$ cat config.mk
export PLATFORM = sky130hd
export DESIGN_NAME = inst_fetch
export DESIGN_NICKNAME = d
export VERILOG_FILES = /design/src/rtl/inst_fetch_pkg.sv /design/src/rtl/inst_queue.sv /design/src/rtl/inst_fetch.sv
export SDC_FILE = /design/constraint.sdc
export NUM_CORES = 1
export LEC_CHECK = 0
export CAP_MARGIN = 10
export CELL_PAD_IN_SITES_DETAIL_PLACEMENT = 0
export CELL_PAD_IN_SITES_GLOBAL_PLACEMENT = 2
export CORE_MARGIN = 5
export CORE_UTILIZATION = 45
export CTS_CLUSTER_SIZE = 20
export DETAILED_ROUTE_END_ITERATION = 10
export GPL_TIMING_DRIVEN = 0
export HOLD_SLACK_MARGIN = 0.15
export PLACE_DENSITY = 0.95
export SLEW_MARGIN = 25
export SYNTH_ARGS = -nofsm -noshare
export SYNTH_HDL_FRONTEND = slang
export SYNTH_HIERARCHICAL = 1
export SYNTH_SLANG_ARGS = --single-unit
$ cat constraint.sdc
create_clock -name clk_in -period 5.8 [get_ports clk_in]
set_input_delay 0.87 -clock clk_in [delete_from_list [all_inputs] [get_ports clk_in]]
set_output_delay 0.87 -clock clk_in [all_outputs]
set_load 0.05 [all_outputs]
$ cat src/rtl/inst_fetch_pkg.sv
// rtl/inst_fetch_pkg.sv - shared widths, opcode constant and FSM encoding for instruction fetch
package inst_fetch_pkg;

    localparam int AddressWidth = 32;
    localparam int IDWidth      = 32;

    // RV32 JAL major opcode
    localparam logic [6:0] JalOpcode = 7'b1101111;

    typedef enum logic {
        FETCH = 1'b0,
        WAIT  = 1'b1
    } fetch_state_e;

    // Sign-extended J-type immediate (byte offset, bit 0 always zero)
    function automatic logic [AddressWidth-1:0] jal_offset(input logic [IDWidth-1:0] inst);
        return {{11{inst[31]}}, inst[31], inst[19:12], inst[20], inst[30:21], 1'b0};
    endfunction

endpackage

$ cat src/rtl/inst_queue.sv
// rtl/inst_queue.sv - circular instruction queue with wrap-bit full/empty detection
module inst_queue #(
    parameter int Depth = 4,
    parameter int Width = 64
) (
    input  logic             clk,
    input  logic             rst_n,
    input  logic             i_clear,
    input  logic             i_push,
    input  logic [Width-1:0] i_wdata,
    input  logic             i_pop,
    output logic [Width-1:0] o_rdata,
    output logic             o_empty,
    output logic             o_full
);

    localparam int PtrW = $clog2(Depth);

    // Pointers carry one extra wrap bit so equal indices can be told apart as full or empty
    logic [PtrW:0]      r_wr_ptr;
    logic [PtrW:0]      r_rd_ptr;
    logic [Width-1:0]   r_mem [Depth];

    logic [PtrW-1:0]    w_wr_idx;
    logic [PtrW-1:0]    w_rd_idx;

    assign w_wr_idx = r_wr_ptr[PtrW-1:0];
    assign w_rd_idx = r_rd_ptr[PtrW-1:0];

    assign o_empty = (r_wr_ptr == r_rd_ptr);
    assign o_full  = (r_wr_ptr[PtrW] != r_rd_ptr[PtrW]) && (w_wr_idx == w_rd_idx);
    assign o_rdata = r_mem[w_rd_idx];

    // Pointer update: clear wins over push/pop
    always_ff @(posedge clk or negedge rst_n) begin
        if (!rst_n) begin
            r_wr_ptr <= '0;
            r_rd_ptr <= '0;
        end else if (i_clear) begin
            r_wr_ptr <= '0;
            r_rd_ptr <= '0;
        end else begin
            if (i_push) begin
                r_wr_ptr <= r_wr_ptr + 1'b1;
            end
            if (i_pop) begin
                r_rd_ptr <= r_rd_ptr + 1'b1;
            end
        end
    end

    // Entry storage, zeroed on reset so the head never shows stale data
    always_ff @(posedge clk or negedge rst_n) begin
        if (!rst_n) begin
            for (int i = 0; i < Depth; i++) begin
                r_mem[i] <= '0;
            end
        end else if (i_push && !i_clear) begin
            r_mem[w_wr_idx] <= i_wdata;
        end
    end

endmodule

$ cat src/rtl/inst_fetch.sv
// rtl/inst_fetch.sv - fetch PC, miss FSM and instruction queue front end (optional JAL predict: IF_JAL_PREDICT_EN)
module inst_fetch
    import inst_fetch_pkg::*;
#(
    parameter int                     QueueDepth = 4,
    parameter logic [AddressWidth-1:0] ResetPC   = 32'h0
) (
    input  logic                    clk_in,
    input  logic                    rst_in,
    input  logic                    rdy_in,
    output logic [AddressWidth-1:0] if_icache_inst_addr_out,
    input  logic                    icache_if_miss_in,
    input  logic [IDWidth-1:0]      icache_if_inst_inst_in,
    output logic                    if_dec_valid_out,
    output logic [IDWidth-1:0]      if_dec_inst_out,
    output logic [AddressWidth-1:0] if_dec_pc_out,
    output logic                    if_dec_pred_taken_out,
    input  logic                    dec_if_ready_in,
    input  logic                    flush_in,
    input  logic [AddressWidth-1:0] flush_pc_in
);

`ifdef IF_JAL_PREDICT_EN
    localparam int EntryW = AddressWidth + IDWidth + 1;
`else
    localparam int EntryW = AddressWidth + IDWidth;
`endif

    fetch_state_e            r_state;
    logic [AddressWidth-1:0] r_pc;

    logic                    w_push;
    logic                    w_pop;
    logic                    w_clear;
    logic                    w_empty;
    logic                    w_full;
    logic [AddressWidth-1:0] w_next_pc;
    logic [EntryW-1:0]       w_wdata;
    logic [EntryW-1:0]       w_rdata;
    logic [AddressWidth-1:0] w_head_pc;
    logic [IDWidth-1:0]      w_head_inst;
    logic                    w_unused_state;

    // The miss/fetch state is tracked for observability; push gating depends only on the miss input
    assign w_unused_state = (r_state == WAIT);

    // Full is sampled before any same-cycle pop, so a full queue never accepts a push
    assign w_push  = rdy_in & ~icache_if_miss_in & ~flush_in & ~w_full;
    assign w_pop   = rdy_in & ~flush_in & ~w_empty & dec_if_ready_in;
    assign w_clear = rdy_in & flush_in;

`ifdef IF_JAL_PREDICT_EN
    logic w_is_jal;
    logic w_head_pred;

    assign w_is_jal  = (icache_if_inst_inst_in[6:0] == JalOpcode);
    assign w_next_pc = w_is_jal ? (r_pc + jal_offset(icache_if_inst_inst_in))
                                : (r_pc + AddressWidth'(4));
    assign w_wdata   = {r_pc, icache_if_inst_inst_in, w_is_jal};
    assign {w_head_pc, w_head_inst, w_head_pred} = w_rdata;
    assign if_dec_pred_taken_out = w_head_pred & ~w_empty;
`else
    assign w_next_pc = r_pc + AddressWidth'(4);
    assign w_wdata   = {r_pc, icache_if_inst_inst_in};
    assign {w_head_pc, w_head_inst} = w_rdata;
    assign if_dec_pred_taken_out = 1'b0;
`endif

    assign if_icache_inst_addr_out = r_pc;
    assign if_dec_valid_out        = ~w_empty;
    assign if_dec_inst_out         = w_head_inst & {IDWidth{~w_empty}};
    assign if_dec_pc_out           = w_head_pc & {AddressWidth{~w_empty}};

    // Fetch FSM and PC register: flush redirects, a hit advances, a miss parks in WAIT
    always_ff @(posedge clk_in or negedge rst_in) begin
        if (!rst_in) begin
            r_state <= FETCH;
            r_pc    <= ResetPC;
        end else if (rdy_in) begin
            if (flush_in) begin
                r_state <= FETCH;
                r_pc    <= flush_pc_in;
            end else begin
                r_state <= icache_if_miss_in ? WAIT : FETCH;
                if (w_push) begin
                    r_pc <= w_next_pc;
                end
            end
        end
    end

    inst_queue #(
        .Depth (QueueDepth),
        .Width (EntryW)
    ) u_queue (
        .clk     (clk_in),
        .rst_n   (rst_in),
        .i_clear (w_clear),
        .i_push  (w_push),
        .i_wdata (w_wdata),
        .i_pop   (w_pop),
        .o_rdata (w_rdata),
        .o_empty (w_empty),
        .o_full  (w_full)
    );

endmodule
==> reports/results.tsv <==
metric	value	unit
Hold Violations, Final	0	
synthesis-stage register bit count	294	
post-route ant nets	0	
pin count of the biggest net entering global routing	87	
Worst Path Buf+Inv	5	
FMAX	201	MHz
Worst slew margin	0.455	
clk buf depth	3	
crit-path max FO	10	
final setup vio count	0	
Syn Nets	1051	
Synth cell types	57	
simple-gate share of the synthesized area	0.0778	
DRC Markers	0	
Hold Buf Count CTS	0	
delay-heaviest family, CP	buffers and inverters	
Mapped Cells	975	
core box area	33500	µm²
CP Capture Type	primary output	
Core Rows	67	
Post-synth EDFFs	0	
slowest CP cell	clkdlybuf4s50_1	
multiplexer area fraction after synthesis	0.346	
vias in the first global route	9742	
DR pass1 iterations	5	
main combinational cell family by area after synthesis	multiplexers	
port bufs	166	
Startpoint Class	register	
CTS sink cnt	294	
CTS tree	yes	
YS warnings	6	
WL/cell	21.4	µm
GRT Util Overall	0.186	
Slew @ Worst Pin	0.818	ns
Non-Filler Instances	1655	
Post-Route Skew	0.0144	ns
Worst Hold Class	input pin to async pin	
Clk Latency, worst-skew pair	0.52	ns
htree depth	2	
Final Cycle Share	0.857	
area share of fa/ha/maj cells after synthesis	0.00492	
layout overhead on the synthesized area	22.7	%
WS Path Type	register to primary output	
worst hold slack	0.282	ns
P_leak	8.93	nW
ant diodes	0	
DR vias	8919	
final slew viol count	0	
critical path cell sequence	buf_6 > buf_6 > xor2_1 > nor3b_1 > clkbuf_1 > clkbuf_1 > nor2b_1 > clkdlybuf4s50_1	
cell taking the most area after synthesis	dfrtp_1	
minimum clock period	4.97	ns
gr ovfl total	0	
Async SR Flop Fraction	1.00	
status	complete, no violations	
Synth Area in XOR/XNOR	0.00402	
DIE HEIGHT	194	µm
nets@finish	1257	
die width	194	µm
share of the synthesized area in the top cell type	0.482	
Worst path max stage delay	0.74	ns
Num CTS Buffers	35	
synthesized area per cell	15.6	µm²
clock slew at reported path FFs	0.06	ns
Critical Path RT	4.93	ns
Max-Cap Viols	0	
register area share after synthesis	0.482	
power per standard cell area	432	nW/µm²
DRT iter0 DRCs	379	
Post-CTS Setup Bufs	0	
complex-gate fraction of the synthesized area	0.0327	
die footprint	37700	µm²
initial antenna violation count	0	
layout cell share with drive strength beyond 1	0.361	
CP arrival	4.10	ns
gpl congestion	0.784	
PostCTS Resize Cnt	0	
number of top-level pins	168	
first-pass GRT wire length	56800	µm
RSZ-0062 raised after global routing	no	
placed cell count	1592	
Max VDD drop	0.319	mV
Post-synth top flop	dfrtp_1	
Initial Util	0.455	
root buf cell	clkbuf_16	
synth top area cells	dfrtp_1, mux2_4, mux4_2, buf_12, nor2b_1	
hpwl dp	23600	µm
Vias/cell	5.39	
mapped cell area	15300	µm²
drt total wl	35400	µm
[stage by stage]
step | worst slack (ns) | utilization | total power, mW | setup TNS [ns] | area, µm²
2_1_floorplan | 2.82 | - | 5.05 | 0 | 15300
3_3_place_gp | -8.68 | 0.521 | 5.88 | -2539.43 | 17500
3_5_place_dp | 1.20 | 0.524 | 5.95 | 0 | 17600
4_1_cts | 0.652 | 0.558 | 8.17 | 0 | 18700
5_1_grt | 0.530 | 0.558 | 8.45 | 0 | 18700
6_report | 0.827 | 0.558 | 8.08 | 0 | 18700
[cells in the final DEF, fill, tap and decap left out, types with 8 or more instances in the layout]
| cell | instances |
|---|---|
| inv_1 | 10 |
| mux2_4 | 240 |
| clkbuf_16 | 36 |
| mux2_2 | 16 |
| o21ai_0 | 22 |
| clkbuf_1 | 28 |
| nand3_1 | 19 |
| buf_12 | 25 |
| buf_2 | 8 |
| mux4_2 | 64 |
| dfrtp_1 | 294 |
| clkdlybuf4s50_1 | 165 |
| nor2b_1 | 69 |
| a21oi_1 | 17 |
| nand4_1 | 9 |
| nor2_1 | 25 |
| nand2_1 | 28 |
[synthesized netlist by cell type (3+ instances only)]
cell and count:
mux2_2 16, mux2_4 240, a211oi_1 4, and4_1 4, buf_6 7, nor2b_1 69
ha_1 6, o22ai_1 5, dfrtp_1 294, a22oi_1 6, o21ai_0 22, xnor2_1 3
nor2_1 25, buf_1 3, nor3_1 7, mux2i_1 6, nand2_1 28, nand4_1 9
inv_1 10, buf_8 3, buf_2 8, mux4_2 64, nand3_1 19, xor2_1 4
and3_1 4, nor4_4 4, buf_12 25, a21oi_1 17, a2bb2oi_1 4, clkbuf_1 17
nand3b_4 4, nor4_1 3
[sequential cells by signal (all words and copies together) (netlist names)]
register                 count
u_queue/r_rd_ptr             3
u_queue/r_wr_ptr             3
if_icache_inst_addr_out     32
u_queue/r_mem              256
[kinds of logic after synthesis]
kind of cell	after synthesis
adders and majority gates	6
muxes	326
buffers and inverters	75
AOI/OAI and AO/OA	77
and+or+nand+nor	189
DFF	294
xor gates and xnor gates	7
other	1
[worst paths after layout]
kind	start	endpoint	slack, ns	cells past startpoint
min in group clk_in	u_queue/r_mem[127]	u_queue/r_mem[127]	0.50	1
max in group asynchronous	rst_in	u_queue/r_mem[229]	4.36	3
min reg2reg	u_queue/r_mem[127]	u_queue/r_mem[127]	0.50	1
max	u_queue/r_rd_ptr[0]	if_dec_pc_out[0]	0.83	8
min	rst_in	u_queue/r_mem[204]	0.28	1
max reg2reg	u_queue/r_rd_ptr[0]	u_queue/r_mem[197]	2.35	12
[power breakdown]
| group | internal (mW) | switching [mW] | total, mW |
|---|---|---|---|
| registers | 2.58 | 0.396 | 2.98 |
| clock network | 1.32 | 0.860 | 2.18 |
| logic | 1.51 | 1.42 | 2.93 |
| total | 5.41 | 2.67 | 8.08 |
[metal layers]
layer,vias to the layer above,GRT usage,routed length (µm)
met1,4623,0.267,16400
li1,3987,-,-
met4,0,0.0424,639
met5,-,0,0
met2,262,0.296,16500
met3,47,0.0346,1840
[final cells by class]
| class | instances | area [µm²] |
|---|---|---|
| fillers | 2667 | 14800 |
| flip-flops and latches | 294 | 7360 |
| multi-input cells | 606 | 7110 |
| repair buffers | 169 | 1750 |
| clock buffers | 53 | 1020 |
| plain buffers | 64 | 747 |
| well taps | 448 | 561 |
| clock inverters | 10 | 124 |
| inverters | 11 | 41.3 |
No activity file was read; power rests on OpenSTA's default activity.
==> RTL change 1: new RTL, same flow settings <==
Build with the macro `IF_JAL_PREDICT_EN` defined.
--- a/src/rtl/inst_fetch.sv
+++ b/src/rtl/inst_fetch.sv
@@ -1,2 +1,4 @@
 // rtl/inst_fetch.sv - fetch PC, miss FSM and instruction queue front end (optional JAL predict: IF_JAL_PREDICT_EN)
+`define IF_JAL_PREDICT_EN
+
 module inst_fetch
Formal check against the unedited RTL: not equivalent (a bounded check fails within 4 cycles, from zero or initial values and one cycle with rst_in low).
==> RTL change 1 against the unedited design <==
- synthesized area grew 12%
- setup slack worse by 330 ps
- wire length grew 31%
- critical path type unchanged
- largest power group is now combinational cells
- sequential cell count increased by 4
- register-to-register slack got worse by 230 ps
- cell area grew 10%
- total power increased by 7.5%
- via count rose by 28%
- largest cell class is now multi-input gates
==> RTL change 1: results (changes against the unedited design) <==
grt met3 use 3.58% (+0.12 points); Largest register FFs 260 (+1.6%); synth top area cells dfrtp_1, mux2_4, mux4_2; Final Hold Viols 0 (unchanged); Syn Nets 1,394 (+33%); H-tree Lvls 2 (unchanged); Top Metal Used met4; DRT met1 WL 20,400 um (+25%); Hold Crit Class in -> async; yosys warns 6 (unchanged); Clock Pin Slew Worst Setup and Hold Paths 60 ps (about the same); gpl congestion 0.879 (+12%); hpwl dp 32,800 um (+39%); share of post-route cells with drive strength above 1 30.1% (-6.0 points); met2 wire length 21,700 um (+31%); ant diodes 0 (unchanged); Routed WL per cell 22.8 um (+6.9%); Root Buffer clkbuf_16; grt met1 use 30.8% (+4.1 points); Max VDD drop 0.000175 V (-45%); max incr delay on CP 840 ps (+100 ps); first-pass GRT wire length 71,100 um (+25%); Max Cap Viol 0 (unchanged); initial antenna violation count 1 (+1); Clock Tree Buf Depth 3 (unchanged); Total GRT Usage 21.8% (+3.2 points); Worst-Skew Late Latency around 510 ps; Rel. slew slack 31.3% (-14 points); Worst Setup SP u_queue/r_rd_ptr[1]$_DFFE_PN0P_; async set-reset flop share out of synthesis 100% (unchanged); DRT iter0 DRCs 822 (+120%); DR vias/cell 5.63 (+4.4%); largest net degree at the start of global routing 96 (+10%); post-synthesis sequential area ratio 43.7% (-4.5 points); Pre-antenna DRT Iters 5 (unchanged); Most used DFF post-synth dfrtp_1; most common library cells after synthesis dfrtp_1, mux2_4, nor2b_1; port bufs 167 (+0.60%); Setup Skew 15.0 ps (+0.597 ps); FILL cells 3,151 (+18%); status finished, final reports clean; CP max-delay cell clkbuf_1; arrival time worst endpoint 4430 ps (+330 ps); met2 usage 35.1% (+5.5 points); fin cells 2,030 (+23%); Synth cell types 76 (+33%); Leakage 9.68 nW (+8.4%); routed length on met3 2870 um (+56%); pre-CTS setup slack 1040 ps (-158 ps); DP Area 0.0194 sq mm (+11%); area grow syn2layout 20.9%; Gates resized, CTS repair 0 (unchanged); Num CTS Buffers 35 (unchanged); worst-path maximum fanout 10 (unchanged); post-CTS setup buffer count 0 (unchanged); NumNets Final 1,601 (+27%); vias in the first global route 11,900 (+22%); Reg with most FFs u_queue/r_mem; synthesized netlist cell count 1,287 (+32%)
==> RTL change 1: cell count changes after synthesis, sizes merged, moves of 8 or more <==
cell and delta:
a21o +20, a21oi +50, and3 +10, clkbuf +8, ha +30, nand2 +39
nand3 +13, nor2 +26, o21ai +12, xnor2 +19, xor2 +19
==> RTL change 1: logic make-up (layout without fill, tap and decap cells) <==
logic type               count (synthesis)  after routing  share of synthesized area, %
AO/OA/AOI/OAI                          189            189                          7.33
XOR/XNOR                                45             45                          2.31
adder cells (fa/ha/maj)                 37             37                          2.76
buffers and inverters                   95            327                          3.82
flip-flops                             298            298                          43.7
multiplexers                           335            335                          30.8
AND/OR/NAND/NOR                        288            288                          9.27
==> RTL change 1: layout make-up <==
cell class | count | area share [%]
Inverter | 17 | 0.309
Timing Repair Buffer | 170 | 8.53
Buffer | 78 | 2.85
Tap cell | 511 | 3.10
Multi-Input combinational cell | 894 | 43.4
Clock inverter | 7 | 0.431
Clock buffer | 55 | 5.25
Sequential cell | 298 | 36.2
==> RTL change 1: power breakdown <==
group	internal [mW]	leakage, nW	switching, mW
clock	1.37	0.580	0.856
combinational	1.68	5.21	1.75
sequential	2.60	3.89	0.431
total	5.65	9.67	3.04
==> RTL change 1: path summary, 6_finish.rpt <==
check | endpoint | slack (ps) | cells past startpoint
max reg2reg | u_queue/r_mem[256]$_DFFE_PN0P_ | 2120 | 11
max | if_dec_pc_out[11] | 500 | 7
max in group asynchronous | u_queue/r_mem[123]$_DFFE_PN0P_ | 4810 | 2
min reg2reg | u_queue/r_mem[70]$_DFFE_PN0P_ | 500 | 1
min in group clk_in | u_queue/r_mem[70]$_DFFE_PN0P_ | 500 | 1
min | u_queue/r_mem[235]$_DFFE_PN0P_ | 220 | 1
==> RTL change 2: new RTL, config.mk and constraints unchanged <==
Without the edit above. Make the reset (`rst_in` and `rst_n`) synchronous in 3 clocked blocks.
--- a/src/rtl/inst_queue.sv
+++ b/src/rtl/inst_queue.sv
@@ -34,3 +34,3 @@
     // Pointer update: clear wins over push/pop
-    always_ff @(posedge clk or negedge rst_n) begin
+    always_ff @(posedge clk) begin
         if (!rst_n) begin
@@ -52,3 +52,3 @@
     // Entry storage, zeroed on reset so the head never shows stale data
-    always_ff @(posedge clk or negedge rst_n) begin
+    always_ff @(posedge clk) begin
         if (!rst_n) begin
--- a/src/rtl/inst_fetch.sv
+++ b/src/rtl/inst_fetch.sv
@@ -74,3 +74,3 @@
     // Fetch FSM and PC register: flush redirects, a hit advances, a miss parks in WAIT
-    always_ff @(posedge clk_in or negedge rst_in) begin
+    always_ff @(posedge clk_in) begin
         if (!rst_in) begin
Check against the original RTL: differs if rst_in is asserted again (counterexample within 4 cycles, from zero or initial values and one cycle with rst_in low); with rst_in held inactive, the same outputs for 4 cycles.
==> RTL change 2 against the unedited design <==
- count of clock-buffer cells in the layout down 19
- non-clock buffer count up 9
- sequential cell count up 2
- wire length down 2.6%
- worst hold slack better by 260 ps
- synthesized area down 11%
- via count up 2.8%
- fmax up 11%
- setup slack better by 500 ps
- cell area down 11%
- highest routed layer unchanged
Power is not compared: it rests on default switching activity, and its combinational part moved more than twofold at a synthesized area within 25%.
==> RTL change 2: results (changes against the unedited design) <==
status finished, final reports clean; Synth Register Bits 296 (+0.68%); Logic inverters 10 (-1); total number of vias 9,173 (+2.8%); CP max-delay cell nor3_1; largest net degree at the start of global routing 36 (-59%); yosys warns 6 (unchanged); Synth cell types 62 (+8.8%); arrival time worst endpoint 4730 ps (+630 ps); Multi-In Gates 694 (+15%); buffering overhead 12.4% (-0.96 points); hpwl dp 23,300 um (-1.0%); Largest register FFs 256 (unchanged); clock buffers 34 (-36%); routed length on met3 2350 um (+28%); max incr delay on CP 560 ps (-180 ps); Most used DFF post-synth edfxtp_1; Least-Margin Pin Slew 875 ps (+57.4 ps); number of synthesized flops with an enable pin 256 (+256); Hold Crit Class reg -> reg; worst hold slack 545 ps (+263 ps); synth top area cells edfxtp_1, mux4_2, nor2_1; Num CTS Buffers 30 (-14%); DP Area 0.0158 sq mm (-10%); DRT iter0 DRCs 639 (+69%); Rows 63 (-6.0%); fraction of area in multi-input gates 28.3% (-9.7 points); FILL cells 2,519 (-5.5%); sequential cell area share 50.8% (+11 points); Post-Synth Adder-Cell Area 0.276% (-0.22 points); port bufs 164 (-1.2%); Syn Nets 1,147 (+9.1%); Synth Area in XOR/XNOR 0.451% (+0.050 points); vias in the first global route 9,423 (-3.3%); post-synthesis mux area share 11.4% (-23 points); compound-cell area share of the yosys netlist 4.40% (+1.1 points); NumNets Final 1,347 (+7.2%); setup ws final 1330 ps (+503 ps); grt met3 use 3.54% (+0.084 points); met2 wire length 17,300 um (+4.5%); met2 usage 35.1% (+5.5 points); share of post-route cells with drive strength above 1 15.1% (-21 points); most common library cells after synthesis edfxtp_1, nor2_1, nand2_1; worst-path maximum fanout 33 (+23); Routed WL per cell 20.4 um (-4.4%); pre-CTS setup slack 1080 ps (-117 ps); grt met1 use 27.4% (+0.69 points); ClkCell Share 5.40% (-0.74 points); first-pass GRT wire length 53,400 um (-6.0%)
RTL change 2: changes by cell type after synthesis, sizes merged, moves of 18 or more:
cell / unedited run / this run
edfxtp: 0 / 256
mux2: 256 / 0
clkbuf: 17 / 35
nor2: 26 / 283
nand2: 28 / 100
dfxtp: 0 / 40
dfrtp: 294 / 0
RTL change 2: final timing paths:
path / start / end / depth (start not counted)
worst max-delay path: u_queue/r_wr_ptr[1]$_SDFFE_PP0P_ / u_queue/r_mem[2][26]$_SDFFCE_PN0P_ / 13
worst max register to register: u_queue/r_wr_ptr[1]$_SDFFE_PP0P_ / u_queue/r_mem[2][26]$_SDFFCE_PN0P_ / 13
worst min-delay path: if_icache_inst_addr_out[0]$_SDFFE_PN0P_ / if_icache_inst_addr_out[0]$_SDFFE_PN0P_ / 2
worst min register to register: if_icache_inst_addr_out[0]$_SDFFE_PN0P_ / if_icache_inst_addr_out[0]$_SDFFE_PN0P_ / 2
RTL change 2: power by group through the flow:
stage	clock [mW]	combinational, mW	sequential (mW)
after floorplan	0	0.244	2.52
after global placement	0	0.456	2.50
after detailed placement	0	0.468	2.49
after CTS	1.80	0.470	2.45
after global routing	1.90	0.495	2.46
final	1.77	0.465	2.45
RTL change 2: kinds of logic after synthesis:
kind of cell | count (synthesis)
mux | 75
flops | 296
compound gates | 89
simple gates | 519
other cells | 1
fa+ha+maj | 3
buf+inv | 84
xor+xnor | 7
RTL change 2: through the flow:
step	instances	power, mW	util, %	setup TNS (ps)
after floorplan	1074	2.76	-	0
after global placement	1628	2.96	52.9	-132140
after detailed placement	1632	2.96	53.2	0
after CTS	1687	4.72	56.3	0
after global routing	1687	4.86	56.3	0
final	1687	4.68	56.3	0
